==> src/rtl/zbuf_arbiter.sv <==
// -----------------------------------------------------------------------------
// zbuf_arbiter
//   Shares the single-port z-buffer SRAM between the colorfill depth port (A)
//   and the readback/debug port (B), and owns a clear engine that floods the
//   whole buffer with CLEAR_VAL at every frame start. This block is the only
//   driver of the SRAM control pins.
//
// Ports
//   clk, n_rst                 clock (rising edge), async active-low reset
//   frame_start                one-cycle pulse: (re)start a full buffer clear
//   clear_busy / clear_done    clear engine owns SRAM / pulse after last write
//   a_req/a_we/a_addr/a_wdata  port A request (held until granted)
//   a_gnt / a_rvalid           port A grant (combinational) / read data valid
//   b_req/b_we/b_addr/b_wdata  port B request, same meaning as port A
//   b_gnt / b_rvalid           port B grant / read data valid
//   rdata                      shared read data (straight from sram_rdata)
//   sram_en/we/addr/wdata      SRAM access controls
//   sram_rdata                 SRAM read data, one cycle after a read access
// -----------------------------------------------------------------------------
module zbuf_arbiter #(
  parameter int                 DEPTH     = 76800,
  parameter int                 ADDR_W    = 17,
  parameter int                 DATA_W    = 16,
  parameter logic [DATA_W-1:0]  CLEAR_VAL = {DATA_W{1'b1}}
) (
  input  logic              clk,
  input  logic              n_rst,
  input  logic              frame_start,
  output logic              clear_busy,
  output logic              clear_done,
  input  logic              a_req,
  input  logic              a_we,
  input  logic [ADDR_W-1:0] a_addr,
  input  logic [DATA_W-1:0] a_wdata,
  output logic              a_gnt,
  output logic              a_rvalid,
  input  logic              b_req,
  input  logic              b_we,
  input  logic [ADDR_W-1:0] b_addr,
  input  logic [DATA_W-1:0] b_wdata,
  output logic              b_gnt,
  output logic              b_rvalid,
  output logic [DATA_W-1:0] rdata,
  output logic              sram_en,
  output logic              sram_we,
  output logic [ADDR_W-1:0] sram_addr,
  output logic [DATA_W-1:0] sram_wdata,
  input  logic [DATA_W-1:0] sram_rdata
);

  typedef enum logic {
    SERVE = 1'b0,
    CLEAR = 1'b1
  } state_e;

  // Pointer holds the port granted last; the other port wins the next tie.
  localparam logic PTR_A = 1'b0;
  localparam logic PTR_B = 1'b1;

  localparam logic [ADDR_W-1:0] LAST_ADDR = ADDR_W'(DEPTH - 1);

  state_e            state_q, state_d;
  logic [ADDR_W-1:0] cnt_q, cnt_d;
  logic              ptr_q, ptr_d;
  logic              clear_busy_q, clear_busy_d;
  logic              clear_done_q, clear_done_d;
  logic              a_rvalid_q, a_rvalid_d;
  logic              b_rvalid_q, b_rvalid_d;
  logic              a_gnt_c, b_gnt_c;

  always_ff @(posedge clk or negedge n_rst) begin
    if (!n_rst) begin
      state_q      <= SERVE;
      cnt_q        <= '0;
      ptr_q        <= PTR_B;
      clear_busy_q <= 1'b0;
      clear_done_q <= 1'b0;
      a_rvalid_q   <= 1'b0;
      b_rvalid_q   <= 1'b0;
    end else begin
      state_q      <= state_d;
      cnt_q        <= cnt_d;
      ptr_q        <= ptr_d;
      clear_busy_q <= clear_busy_d;
      clear_done_q <= clear_done_d;
      a_rvalid_q   <= a_rvalid_d;
      b_rvalid_q   <= b_rvalid_d;
    end
  end

  always_comb begin
    state_d      = state_q;
    cnt_d        = cnt_q;
    ptr_d        = ptr_q;
    clear_busy_d = clear_busy_q;
    clear_done_d = 1'b0;
    a_gnt_c      = 1'b0;
    b_gnt_c      = 1'b0;
    sram_en      = 1'b0;
    sram_we      = 1'b0;
    sram_addr    = '0;
    sram_wdata   = '0;

    case (state_q)
      SERVE: begin
        if (frame_start) begin
          // The clear takes the SRAM from the next cycle; nobody is granted now.
          state_d      = CLEAR;
          cnt_d        = '0;
          clear_busy_d = 1'b1;
        end else begin
          if (a_req && (!b_req || (ptr_q == PTR_B))) begin
            a_gnt_c = 1'b1;
          end else if (b_req) begin
            b_gnt_c = 1'b1;
          end

          if (a_gnt_c) begin
            ptr_d      = PTR_A;
            sram_en    = 1'b1;
            sram_we    = a_we;
            sram_addr  = a_addr;
            sram_wdata = a_wdata;
          end else if (b_gnt_c) begin
            ptr_d      = PTR_B;
            sram_en    = 1'b1;
            sram_we    = b_we;
            sram_addr  = b_addr;
            sram_wdata = b_wdata;
          end
        end
      end

      CLEAR: begin
        sram_en    = 1'b1;
        sram_we    = 1'b1;
        sram_addr  = cnt_q;
        sram_wdata = CLEAR_VAL;
        if (frame_start) begin
          // A new frame restarts the sweep, even on its final word.
          cnt_d = '0;
        end else if (cnt_q == LAST_ADDR) begin
          state_d      = SERVE;
          cnt_d        = '0;
          clear_busy_d = 1'b0;
          clear_done_d = 1'b1;
        end else begin
          cnt_d = cnt_q + 1'b1;
        end
      end

      default: begin
        state_d = SERVE;
      end
    endcase

    a_rvalid_d = a_gnt_c && !a_we;
    b_rvalid_d = b_gnt_c && !b_we;
  end

  assign a_gnt      = a_gnt_c;
  assign b_gnt      = b_gnt_c;
  assign a_rvalid   = a_rvalid_q;
  assign b_rvalid   = b_rvalid_q;
  assign clear_busy = clear_busy_q;
  assign clear_done = clear_done_q;
  assign rdata      = sram_rdata;

endmodule

==> config.mk <==
export PLATFORM = sky130hd
export DESIGN_NAME = zbuf_arbiter
export DESIGN_NICKNAME = d
export VERILOG_FILES = /design/src/rtl/zbuf_arbiter.sv
export SDC_FILE = /design/constraint.sdc
export NUM_CORES = 1
export LEC_CHECK = 0
export ABC_AREA = 1
export CAP_MARGIN = 20
export CORE_MARGIN = 3
export CORE_UTILIZATION = 38
export DETAILED_ROUTE_END_ITERATION = 16
export PLACE_DENSITY_LB_ADDON = 0.12
export SYNTH_ARGS = -nofsm -noshare
export SYNTH_HDL_FRONTEND = slang
export SYNTH_SLANG_ARGS = --single-unit
==> constraint.sdc <==
create_clock -name clk -period 3 [get_ports clk]
set_input_delay 0.6 -clock clk [delete_from_list [all_inputs] [get_ports clk]]
set_output_delay 0.6 -clock clk [all_outputs]
set_load 0.01 [all_outputs]
# --- After elaboration in Yosys (flattened, before gate mapping) ---
# Index checks and enable logic that the tools add are counted.
totals:
  word_cells: 68
  regBits: 23
  output_inout_bits: 57
  in_bits: 89
classes:
  eq_ne: 4
  reduce_logical: 10
  n_addsub: 1
  bitwise: 2
  n_mux: 44
op_table:
  columns: ["operator", "n"]
  rows:
  - ["$mux W17", 6]
  - ["$pmux W17 S2", 2]
  - ["$mux W16", 3]
  - ["$pmux W16 S2", 1]
  - ["$mux W1", 28]
  - ["$add A17 B1 Y17 const B", 1]
  - ["$eq A17 B17 Y1 const B", 1]
  - ["$pmux W1 S2", 4]
  - ["$reduce_and A3 Y1", 2]
  - ["$ne A2 B2 Y1 const B", 2]
  - ["$logic_and A1 B1 Y1", 3]
  - ["$logic_not A1 Y1", 3]
  - ["$ne A2 B1 Y1 const B", 1]
  - ["$not A1 Y1", 2]
  - ["$reduce_bool A2 Y1", 1]
  - ["$logic_or A1 B1 Y1", 1]

# --- Logic depth before layout (Yosys ltp) ---
# Gate-level depths: netlist (run 1).
depth:
  depth_word: 10
  mapped_depth: 10
  depth_no_buf: 10

# --- Worst setup path before layout (run 1) ---
# Ideal clock, no wire load.
synth_path:
  kind: "input-to-output"
  from: "in b_req"
  to: "out sram_wdata[10]"
  cell_stages: 6
  t_required_ns: 2.400
  path_buffers: 1
  t_arrival_ns: 1.516
  setup_slack_ns: 0.884
  path_cell_list: "inv_2 -> o21ai_4 -> inv_4 -> clkbuf_1 -> nand2_1 -> a31oi_1"
synth_via:
  elab_chain_cells: 10
synth_lines:
  columns: ["element", "line_no", "rtl"]
  rows:
  - ["start: declaration", "37", "input logic b_req,"]
  - ["$logic_not A1 Y1", "112", "if (a_req && (!b_req || (ptr_q == PTR_B))) begin"]
  - ["$logic_or A1 B1 Y1", "112", null]
  - ["$logic_and A1 B1 Y1", "112", null]
  - ["$mux W1", "112", null]
  - ["$mux W1", "106", "if (frame_start) begin"]
  - ["$mux W1", "104", "case (state_q)"]
  - ["$mux W16", "124", "end else if (b_gnt_c) begin"]
  - ["$mux W16 (*)", "118", "if (a_gnt_c) begin"]
  - ["$mux W16 (*)", "106", null]
  - ["$pmux W16 S2 (*)", "104", null]
  - ["end: declaration", "47", "output logic [DATA_W-1:0] sram_wdata,"]
# Every way passes the cells marked *; elsewhere a longest branch is shown, timed or not. The select of a mux whose other input is x is not followed.

# --- Final worst setup path (run 1) ---
layout_path:
  from: "in b_req"
  to: "out sram_wdata[15]"
# The elaborated chain is that of the path after synthesis.

==> key figures, run 1 <==
Placed design
  • Port-buffer cells: 113
  • Dpl hpwl: 5.00 mm
  • Routability cong.: 0.847

Floorplan
  • Die Span X: 79.6 µm
  • Core area: 5170 µm²
  • Initial core utilization: 0.398
  • Die height: 79.6 µm
  • Number of top-level pins: 146
  • Die area: 6330 µm²
  • # rows: 26

Detailed routing
  • First drt pass iteration count: 4
  • Final WL: 6.69 mm
  • Vias after detailed routing: 2471
  • Iteration-0 DRC Markers: 89
  • Wire per inst: 13.7 µm
  • Post-detailed-route count of antenna-violating nets: 0
  • Post-route DRC: 0
  • Via-to-Cell Ratio: 5.04

Clocking
  • Clk sinks: 23
  • Clock-pin slew on the worst setup and hold paths: 0.08 ns
  • Post-cts hold buffer count: 0
  • CTS Buf Count: 3
  • Clock Root Buffer: clkbuf_8
  • Buffers from clock root to sink, at most: 2
  • CTS tree: built
  • Htree depth: 1
  • Clk_lat worst skew: 0.26 ns

Power
  • Peak supply drop: 0.117 mV
  • Power per cell area: 203 nW/µm²
  • LEAKAGE: 1.59 nW

Layout
  • Fin util: 0.655
  • Layout area overhead: 64.7%
  • Fraction of layout cells with a size suffix above 1: 0.119
  • Filler Cell Count: 466
  • Fin nets: 511
  • Antenna cells: 0

Hold path
  • Hold path depth: 2
  • Hold Path Class: flip-flop to flip-flop

Timing
  • Max-slew violation count: 0
  • Final Skew: 0.00100 ns
  • Slew of the pin with the lowest slew margin: 0.450 ns
  • Final Hold Violating Endpoints: 0
  • Max Clk Rate: 0.337 GHz
  • Final count of negative-setup-slack endpoints: 0
  • Setup TNS: 0 ns
  • Minimum clock period: 2.97 ns
  • Slew margin rel.: 0.700
  • Period Utilization, post-route: 0.989

Global route
  • First-pass GRT wire length: 10.7 mm
  • Number of global-route vias before repair: 2222
  • Grt ovf: 0
  • Initial antenna violation count: 0
  • Largest net degree at the start of global routing: 24
  • Total GRT Usage: 0.206

Worst setup path
  • CP top delay family: buffers and inverters
  • Crit-path slowest cell: clkdlybuf4s50_1
  • Worst Path Class, Setup: input port to primary output
  • Crit-path max FO: 7
  • Startpoint Class: input port
  • Number of buffers and inverters on the critical path: 4
  • Critical Path AT: 2.37 ns
  • Crit path depth: 8
  • Reg2Reg Depth: 8
  • Worst stage delay on the critical path: 0.55 ns
  • Flop-to-flop setup slack: 1.30 ns
  • Crit-path cells: clkdlybuf4s50_1 > inv_2 > o21ai_4 > inv_4 > nor2_4 > nand2_1 > a31oi_1 > clkdlybuf4s50_1
  • Worst EP required: 2.40 ns
  • Worst setup EP type: primary output
  • Cell mode on critical path: clkdlybuf4s50_1

Yosys
  • Primary FF master, synth: dfrtp_1
  • Area contributors post-synth: dfrtp_1 (27%), nand2_1 (24%), buf_4 (6.6%)
  • Dominant cell by count in the synthesized netlist: nand2_1
  • Async S/R FF share, synth: 1.00
  • Largest area contributor in the netlist: dfrtp_1
  • Mux share of post-synthesis cell area: 0
  • Post-synth top area share: 0.268
  • Number of synthesized register bits: 23
  • Ys Warns: 0
  • Syn Area/Cell: 6.59 µm²
  • Largest family of logic cells by synthesized area: simple AND/OR/NAND/NOR gates
  • Synth Area in XOR/XNOR: 0.0255
  • Number of synthesized flops with an enable pin: 0
  • Post-synthesis adder-cell area fraction: 0.00608
  • Post-synthesis simple-gate area fraction: 0.377
  • Syn_nets: 402
  • Most common library cells after synthesis: nand2_1 (131), dfrtp_1 (22), nor2_1 (20), buf_4 (18), a31oi_1 (17)
  • Synth Area in Compound Gates: 0.181
  • Post-Syn Area: 2060 µm²
  • Cells after synthesis: 312
  • Synth cell types: 32
  • Sequential area share after synthesis: 0.280

Flow run
  • Max cap viols: 0

Outcome
  • Status: completed
==> report_power, final <==
group	switching [mW]	internal, mW
sequential	0.00560	0.315
clock	0.0970	0.0948
combinational	0.0618	0.113
==> logic make-up (layout without fill, tap and decap cells) <==
group | Yosys count | in the layout
xor gates and xnor gates | 6 | 6
DFF | 23 | 23
and+or+nand+nor | 182 | 183
adders and majority gates | 1 | 1
AOI/OAI and AO/OA | 52 | 52
buffers and inverters | 48 | 155
==> repair_timing <==
item,CTS,global route
setup buffers,0,5
cloned,1,0
resized for setup,2,32
setup endpoints to repair,10,32
pin swaps,2,0
==> state kept, by name, indices dropped and copies added, names as in the netlist <==
register	cells
clear_done	1
a_rvalid	1
state_q	1
cnt_q	17
b_rvalid	1
ptr_q	1
clear_busy	1
==> metrics by stage <==
stage          hold WS, ns  power, mW  instances  instance area, µm²  setup slack (ns)
2_1_floorplan        0.304      0.392        312                2060             0.884
3_3_place_gp         0.478      0.492        480                3210            0.0206
3_5_place_dp         0.496      0.493        480                3210           -0.0165
4_1_cts              0.512      0.687        485                3270           0.00368
5_1_grt              0.541      0.724        490                3390           -0.0272
6_report             0.506      0.687        490                3390            0.0344
==> layout make-up <==
cell class | count | area, µm² | area share
repair buffers | 131 | 1370 | 0.405
flip-flops and latches | 23 | 577 | 0.170
well taps | 70 | 87.6 | 0.0259
multi-input cells | 242 | 1220 | 0.361
clock buffers | 4 | 45.0 | 0.0133
inverters | 20 | 83.8 | 0.0248
==> layout by cell type, fill, tap and decap left out, types with 4 or more instances in the layout <==
cell type and count:
a22oi_1 13, a31oi_1 17, buf_4 15, clkdlybuf4s50_1 83, dfrtp_1 22, dlymetal6s2s_1 30, inv_1 14, nand2_1 131
nand3_1 13, nand4_1 7, nor2_1 20, nor2_4 4, o21ai_0 6, o21ai_2 10, xor2_1 4
==> tightest hold or removal path, delay by kind of cell (launching register included) <==
kind,cells,cell delay (ns)
simple gates,1,0.05
compound gates,1,0.07
flops,1,0.39
==> per-layer routing <==
layer / part of all wire / global-route usage / vias to the layer above
li1: - / - / 1232
met1: 0.42 / 0.271 / 1147
met2: 0.50 / 0.354 / 88
met3: 0.075 / 0.0463 / 4
met4: 0.0048 / 0.0258 / 0
met5: 0 / 0 / -
==> final timing paths <==
path	endpoint	startpoint
setup / recovery	sram_wdata[15]	b_req
hold / removal	ptr_q	ptr_q
setup reg to reg	cnt_q[12]	cnt_q[1]
hold reg to reg	ptr_q	ptr_q
max in group asynchronous	ptr_q	n_rst
min in group asynchronous	cnt_q[5]	n_rst
No activity file was read; power rests on OpenSTA's default activity.
==> run 2: changes to the inputs <==
--- a/config.mk
+++ b/config.mk
@@ -11,6 +11,7 @@
 export CORE_UTILIZATION = 38
 export DETAILED_ROUTE_END_ITERATION = 16
 export PLACE_DENSITY_LB_ADDON = 0.12
+export SETUP_SLACK_MARGIN = 0.05
 export SYNTH_ARGS = -nofsm -noshare
 export SYNTH_HDL_FRONTEND = slang
 export SYNTH_SLANG_ARGS = --single-unit
==> key figures, run 2 (synthesis gave the netlist of run 1 again) <==
Detailed routing
  • Wire per inst: 13.5 µm (was 13.7 µm)
  • Post-route DRC: 0 (unchanged)
  • Via-to-Cell Ratio: 5.03 (was 5.04)
  • Iteration-0 DRC Markers: 121 (was 89)
  • Final WL: 6.61 mm (was 6.69 mm)
  • Post-detailed-route count of antenna-violating nets: 0 (unchanged)
  • Vias after detailed routing: 2468 (was 2471)
  • First drt pass iteration count: 4 (unchanged)

Worst setup path
  • Cell mode on critical path: clkdlybuf4s50_1 (unchanged)
  • Crit-path max FO: 14 (was 7)
  • Worst stage delay on the critical path: 0.56 ns (was 0.55 ns)
  • Worst EP required: 2.40 ns (about the same)
  • Worst setup EP type: primary output (unchanged)
  • Worst Path Class, Setup: input port to primary output (unchanged)
  • Crit-path slowest cell: clkdlybuf4s50_1 (unchanged)
  • Startpoint Class: input port (unchanged)
  • Critical Path AT: 2.29 ns (was 2.37 ns)
  • Crit-path cells: clkdlybuf4s50_1 > inv_2 > o21ai_4 > buf_4 > nor2_4 > buf_12 > nand2_1 > nand3_1 > clkdlybuf4s50_1 (was clkdlybuf4s50_1 > inv_2 > o21ai_4 > inv_4 > nor2_4 > nand2_1 > a31oi_1 > clkdlybuf4s50_1)

Floorplan
  • Die height: 79.6 µm (unchanged)
  • Initial core utilization: 0.398 (unchanged)
  • Die Span X: 79.6 µm (unchanged)
  • Number of top-level pins: 146 (unchanged)
  • Core area: 5170 µm² (unchanged)
  • Die area: 6330 µm² (unchanged)
  • # rows: 26 (unchanged)

Placed design
  • Port-buffer cells: 113 (unchanged)
  • Routability cong.: 0.847 (unchanged)
  • Dpl hpwl: 5.00 mm (unchanged)

Flow run
  • Max cap viols: 0 (unchanged)

Power
  • Peak supply drop: 0.117 mV (about the same)
  • Final Power: 684 µW (was 687 µW)
  • LEAKAGE: 1.51 nW (was 1.59 nW)
  • Power per cell area: 206 nW/µm² (was 203 nW/µm²)

Layout
  • Max FFs per register: 17 (unchanged)
  • Fraction of layout cells with a size suffix above 1: 0.121 (was 0.119)
  • Filler Cell Count: 480 (was 466)
  • Fin nets: 512 (was 511)
  • Antenna cells: 0 (unchanged)
  • Fin util: 0.643 (was 0.655)
  • Most frequent cells in the layout: nand2_1 (131), clkdlybuf4s50_1 (80), dfrtp_1 (22) (was nand2_1 (131), clkdlybuf4s50_1 (83), dlymetal6s2s_1 (30))
  • Commonest non-fill, non-tap cell in the layout: nand2_1 (unchanged)
  • Reg with most FFs: cnt_q (unchanged)
  • Layout area overhead: 61.7% (was 64.7%)

Clocking
  • Buffers from clock root to sink, at most: 2 (unchanged)
  • Clk_lat worst skew: 0.26 ns (about the same)
  • Clock-pin slew on the worst setup and hold paths: 0.08 ns (about the same)
  • CTS tree: built (unchanged)
  • Htree depth: 1 (unchanged)
  • Clock Root Buffer: clkbuf_8 (unchanged)
  • Clk sinks: 23 (unchanged)
  • Post-cts hold buffer count: 0 (unchanged)
  • CTS Buf Count: 3 (unchanged)

Timing
  • Final count of negative-setup-slack endpoints: 0 (unchanged)
  • Final Skew: 0.00119 ns (was 0.00100 ns)
  • Max Clk Rate: 0.346 GHz (was 0.337 GHz)
  • Max-slew violation count: 0 (unchanged)
  • Period Utilization, post-route: 0.963 (was 0.989)
  • Minimum clock period: 2.89 ns (was 2.97 ns)
  • Hold WS: 0.506 ns (about the same)
  • Final Hold Violating Endpoints: 0 (unchanged)
  • Unrepaired setup endpoints after global routing: false
  • Slew of the pin with the lowest slew margin: 0.448 ns (was 0.450 ns)
  • Slew margin rel.: 0.701 (was 0.700)

Global route
  • Number of global-route vias before repair: 2227 (was 2222)
  • Largest net degree at the start of global routing: 24 (unchanged)
  • Initial antenna violation count: 0 (unchanged)
  • Grt ovf: 0 (unchanged)
  • First-pass GRT wire length: 10.6 mm (was 10.7 mm)
  • Total GRT Usage: 0.206 (unchanged)

Hold path
  • Hold Path Class: flip-flop to flip-flop (unchanged)

Outcome
  • Status: completed (unchanged)
[run 2: path summary, 6_finish.rpt]
kind | slack, ns | start | endpoint | cells past startpoint
hold / removal | 0.51 | ptr_q | ptr_q | 2
min in group asynchronous | 0.69 | n_rst | cnt_q[5] | 2
hold reg to reg | 0.51 | ptr_q | ptr_q | 2
setup reg to reg | 1.30 | cnt_q[1] | cnt_q[12] | 8
setup / recovery | 0.11 | b_req | sram_addr[0] | 9
max in group asynchronous | 2.03 | n_rst | ptr_q | 2
[run 2: per-stage QoR]
step	setup WS (ns)	std cells	instance area [µm²]	TNS (ns)
6_report	0.111	491	3330	0
2_1_floorplan	0.884	312	2060	0
4_1_cts	0.0209	488	3270	0
5_1_grt	0.0519	491	3330	0
3_3_place_gp	0.0206	480	3210	0
3_5_place_dp	-0.0165	480	3210	-0.0829
[run 2: critical path, delay by kind of cell]
| family | cells | cell delay, ns |
|---|---|---|
| AO/OA/AOI/OAI | 1 | 0.07 |
| AND/OR/NAND/NOR | 3 | 0.23 |
| buffers and inverters | 5 | 1.39 |
[run 2: power by group]
part	internal (mW)	switching [mW]
logic	0.111	0.0605
clock network	0.0948	0.0968
registers	0.315	0.00559
total	0.521	0.163
[run 2: final cells by class]
cell class	instances	area (µm²)	share of cell area
inverters	20	83.8	0.0252
multi-input cells	242	1220	0.368
well taps	70	87.6	0.0263
flip-flops and latches	23	577	0.173
repair buffers	132	1310	0.394
clock buffers	4	45.0	0.0135
[run 2: layer usage]
metal  vias to the layer above  share of wire  track usage
li1                       1231              -            -
met1                      1146           0.42        0.270
met2                        89           0.50        0.355
met3                         2          0.076       0.0463
met4                         0         0.0029       0.0258
met5                         -              0            0
[run 2: repair_timing]
action / CTS / global route
setup buffers: 3 / 3
pin swaps: 2 / 0
endpoints found under the setup margin: 34 / 14
gates cloned: 1 / 0
gates resized for setup: 23 / 14
==> run 3: changes to the inputs <==
--- a/config.mk
+++ b/config.mk
@@ -6,10 +6,11 @@
 export NUM_CORES = 1
 export LEC_CHECK = 0
 export ABC_AREA = 1
+export ABC_CLOCK_PERIOD_IN_PS = 3000
 export CAP_MARGIN = 20
-export CORE_MARGIN = 3
-export CORE_UTILIZATION = 38
+export CORE_UTILIZATION = 51
 export DETAILED_ROUTE_END_ITERATION = 16
+export DONT_BUFFER_PORTS = 1
 export PLACE_DENSITY_LB_ADDON = 0.12
 export SETUP_SLACK_MARGIN = 0.05
 export SYNTH_ARGS = -nofsm -noshare
==> key figures, run 3 (synthesis gave the netlist of run 1 again) <==
Layout
  • Most frequent cells in the layout: nand2_1 (131), dfrtp_1 (22), nor2_1 (20) (was nand2_1 (131), clkdlybuf4s50_1 (80), dfrtp_1 (22))
  • Filler Cell Count: 366 (was 480)
  • Commonest non-fill, non-tap cell in the layout: nand2_1 (unchanged)
  • Fin util: 0.527 (was 0.643)
  • Reg with most FFs: cnt_q (unchanged)
  • Fraction of layout cells with a size suffix above 1: 0.110 (was 0.121)
  • Max FFs per register: 17 (unchanged)
  • Antenna cells: 0 (unchanged)
  • Fin nets: 381 (was 512)
  • Final Cell Area: 1990 µm² (was 3330 µm²)
  • Layout area overhead: -3.41% (was 61.7%)
  • Final std cells w/o fill: 338 (was 491)

Clocking
  • Clk_lat worst skew: 0.26 ns (about the same)
  • Htree depth: 1 (unchanged)
  • Post-cts hold buffer count: 0 (unchanged)
  • Gates resized, CTS repair: 0 (was 23)
  • Post-CTS Setup Repair Bufs: 0 (was 3)
  • Clock-pin slew on the worst setup and hold paths: 0.08 ns (about the same)
  • Clock Root Buffer: clkbuf_8 (unchanged)
  • CTS Buf Count: 3 (unchanged)
  • Buffers from clock root to sink, at most: 2 (unchanged)
  • Clk sinks: 23 (unchanged)
  • CTS tree: built (unchanged)

Flow run
  • Max cap viols: 0 (unchanged)

Detailed routing
  • Post-route DRC: 0 (unchanged)
  • Post-detailed-route count of antenna-violating nets: 0 (unchanged)
  • Wire per inst: 15.4 µm (was 13.5 µm)
  • Vias after detailed routing: 1945 (was 2468)
  • Via-to-Cell Ratio: 5.75 (was 5.03)
  • Iteration-0 DRC Markers: 73 (was 121)
  • Final WL: 5.21 mm (was 6.61 mm)
  • First drt pass iteration count: 5 (was 4)

Worst setup path
  • Crit-path cells: clkinv_1 > a31oi_1 (was clkdlybuf4s50_1 > inv_2 > o21ai_4 > buf_4 > nor2_4 > buf_12 > nand2_1 > nand3_1 > clkdlybuf4s50_1)
  • Worst stage delay on the critical path: 0.60 ns (was 0.56 ns)
  • Startpoint Class: flip-flop (was input port)
  • Worst EP required: 2.40 ns (about the same)
  • Crit-path slowest cell: dfrtp_1 (was clkdlybuf4s50_1)
  • Worst Path Class, Setup: flip-flop to primary output (was input port to primary output)
  • Critical Path AT: 1.93 ns (was 2.29 ns)
  • Reg2Reg Depth: 2 (was 8)
  • Crit-path max FO: 19 (was 14)
  • Worst setup EP type: primary output (unchanged)

Timing
  • Final Skew: 0.00866 ns (was 0.00119 ns)
  • Slew of the pin with the lowest slew margin: 0.627 ns (was 0.448 ns)
  • Period Utilization, post-route: 0.845 (was 0.963)
  • Final count of negative-setup-slack endpoints: 0 (unchanged)
  • Final Hold Violating Endpoints: 0 (unchanged)
  • Slew margin rel.: 0.582 (was 0.701)
  • Setup TNS: 0 ns (unchanged)
  • Unrepaired setup endpoints after global routing: false (unchanged)
  • Max-slew violation count: 0 (unchanged)
  • Minimum clock period: 2.53 ns (was 2.89 ns)
  • Max Clk Rate: 0.395 GHz (was 0.346 GHz)

Power
  • LEAKAGE: 0.822 nW (was 1.51 nW)
  • Power per cell area: 281 nW/µm² (was 206 nW/µm²)
  • Peak supply drop: 0.181 mV (was 0.117 mV)

Global route
  • GR Util met2: 0.429 (was 0.355)
  • Initial antenna violation count: 0 (unchanged)
  • Number of global-route vias before repair: 1674 (was 2227)
  • Largest net degree at the start of global routing: 24 (unchanged)
  • Grt ovf: 0 (unchanged)
  • Routing usage on met1: 0.311 (was 0.270)
  • Met3 usage in global routing: 0.0521 (was 0.0463)
  • Total GRT Usage: 0.248 (was 0.206)
  • First-pass GRT wire length: 8.02 mm (was 10.6 mm)
  • Gr busiest metal: met2 (unchanged)

Outcome
  • Status: completed (unchanged)

Floorplan
  • Die Span X: 65.5 µm (was 79.6 µm)
  • Core area: 3770 µm² (was 5170 µm²)
  • # rows: 22 (was 26)
  • Die height: 65.5 µm (was 79.6 µm)
  • Die area: 4290 µm² (was 6330 µm²)
  • Number of top-level pins: 146 (unchanged)
  • Initial core utilization: 0.545 (was 0.398)

Placed design
  • Port-buffer cells: 0 (was 113)
  • Dpl hpwl: 4.15 mm (was 5.00 mm)
  • Placed inst area: 1940 µm² (was 3210 µm²)
  • Routability cong.: 0.866 (was 0.847)
  • Placed insts: 334 (was 480)

Hold path
  • Hold Path Class: input port to asynchronous set/reset pin (was flip-flop to flip-flop)
## run 3: cell count changes in the layout (fill, tap and decap cells not counted)
cell | previous run | this run
buf_12 | 2 | 0
buf_4 | 16 | 2
buf_6 | 1 | 0
clkdlybuf4s50_1 | 80 | 0
clkinv_1 | 0 | 1
clkinv_2 | 1 | 0
clkinv_4 | 1 | 0
dlygate4sd2_1 | 20 | 0
dlymetal6s2s_1 | 13 | 0
inv_2 | 3 | 4
nor2_4 | 4 | 3
## run 3: worst max-delay path, delay by kind of cell (launching register included)
| family | cells | cell delay, ns |
|---|---|---|
| AOI/OAI and AO/OA | 1 | 0.52 |
| DFF | 1 | 0.60 |
| buffers and inverters | 1 | 0.55 |
## run 3: per-stage QoR
stage	total power [mW]	hold WS, ns	setup slack (ns)
after floorplan	0.392	0.304	0.884
after global placement	0.375	0.305	0.753
after detailed placement	0.375	0.305	0.749
after CTS	0.565	0.0133	0.488
after global routing	0.582	0.00751	0.335
final	0.558	0.0198	0.465
## run 3: where the power goes
part	internal, mW	switching [mW]	total [mW]
Combinational	0.0143	0.0335	0.0478
Clock	0.0946	0.0950	0.190
Sequential	0.315	0.00559	0.321
## run 3: final timing paths
| path | startpoint | end | slack, ns |
|---|---|---|---|
| setup / recovery | state_q | sram_wdata[11] | 0.47 |
| hold / removal | n_rst | cnt_q[14] | 0.02 |
| setup reg to reg | state_q | cnt_q[2] | 1.19 |
| hold reg to reg | ptr_q | ptr_q | 0.50 |
| max in group asynchronous | n_rst | ptr_q | 2.80 |
| min in group clk | b_we | b_rvalid | 0.40 |
## run 3: cell type report
type / instances / area [µm²] / area share
inverter: 20 / 77.6 / 0.0390
timing repair buffer: 2 / 15.0 / 0.00756
tap: 48 / 60.1 / 0.0302
clock buffer: 4 / 45.0 / 0.0227
multi-input combinational: 241 / 1210 / 0.610
sequential: 23 / 577 / 0.290
## run 3: routing by layer
metal / vias to the layer above / wire (µm)
met5: - / 0
met4: 0 / 52
met3: 6 / 458
met2: 110 / 2640
met1: 865 / 2060
li1: 964 / -
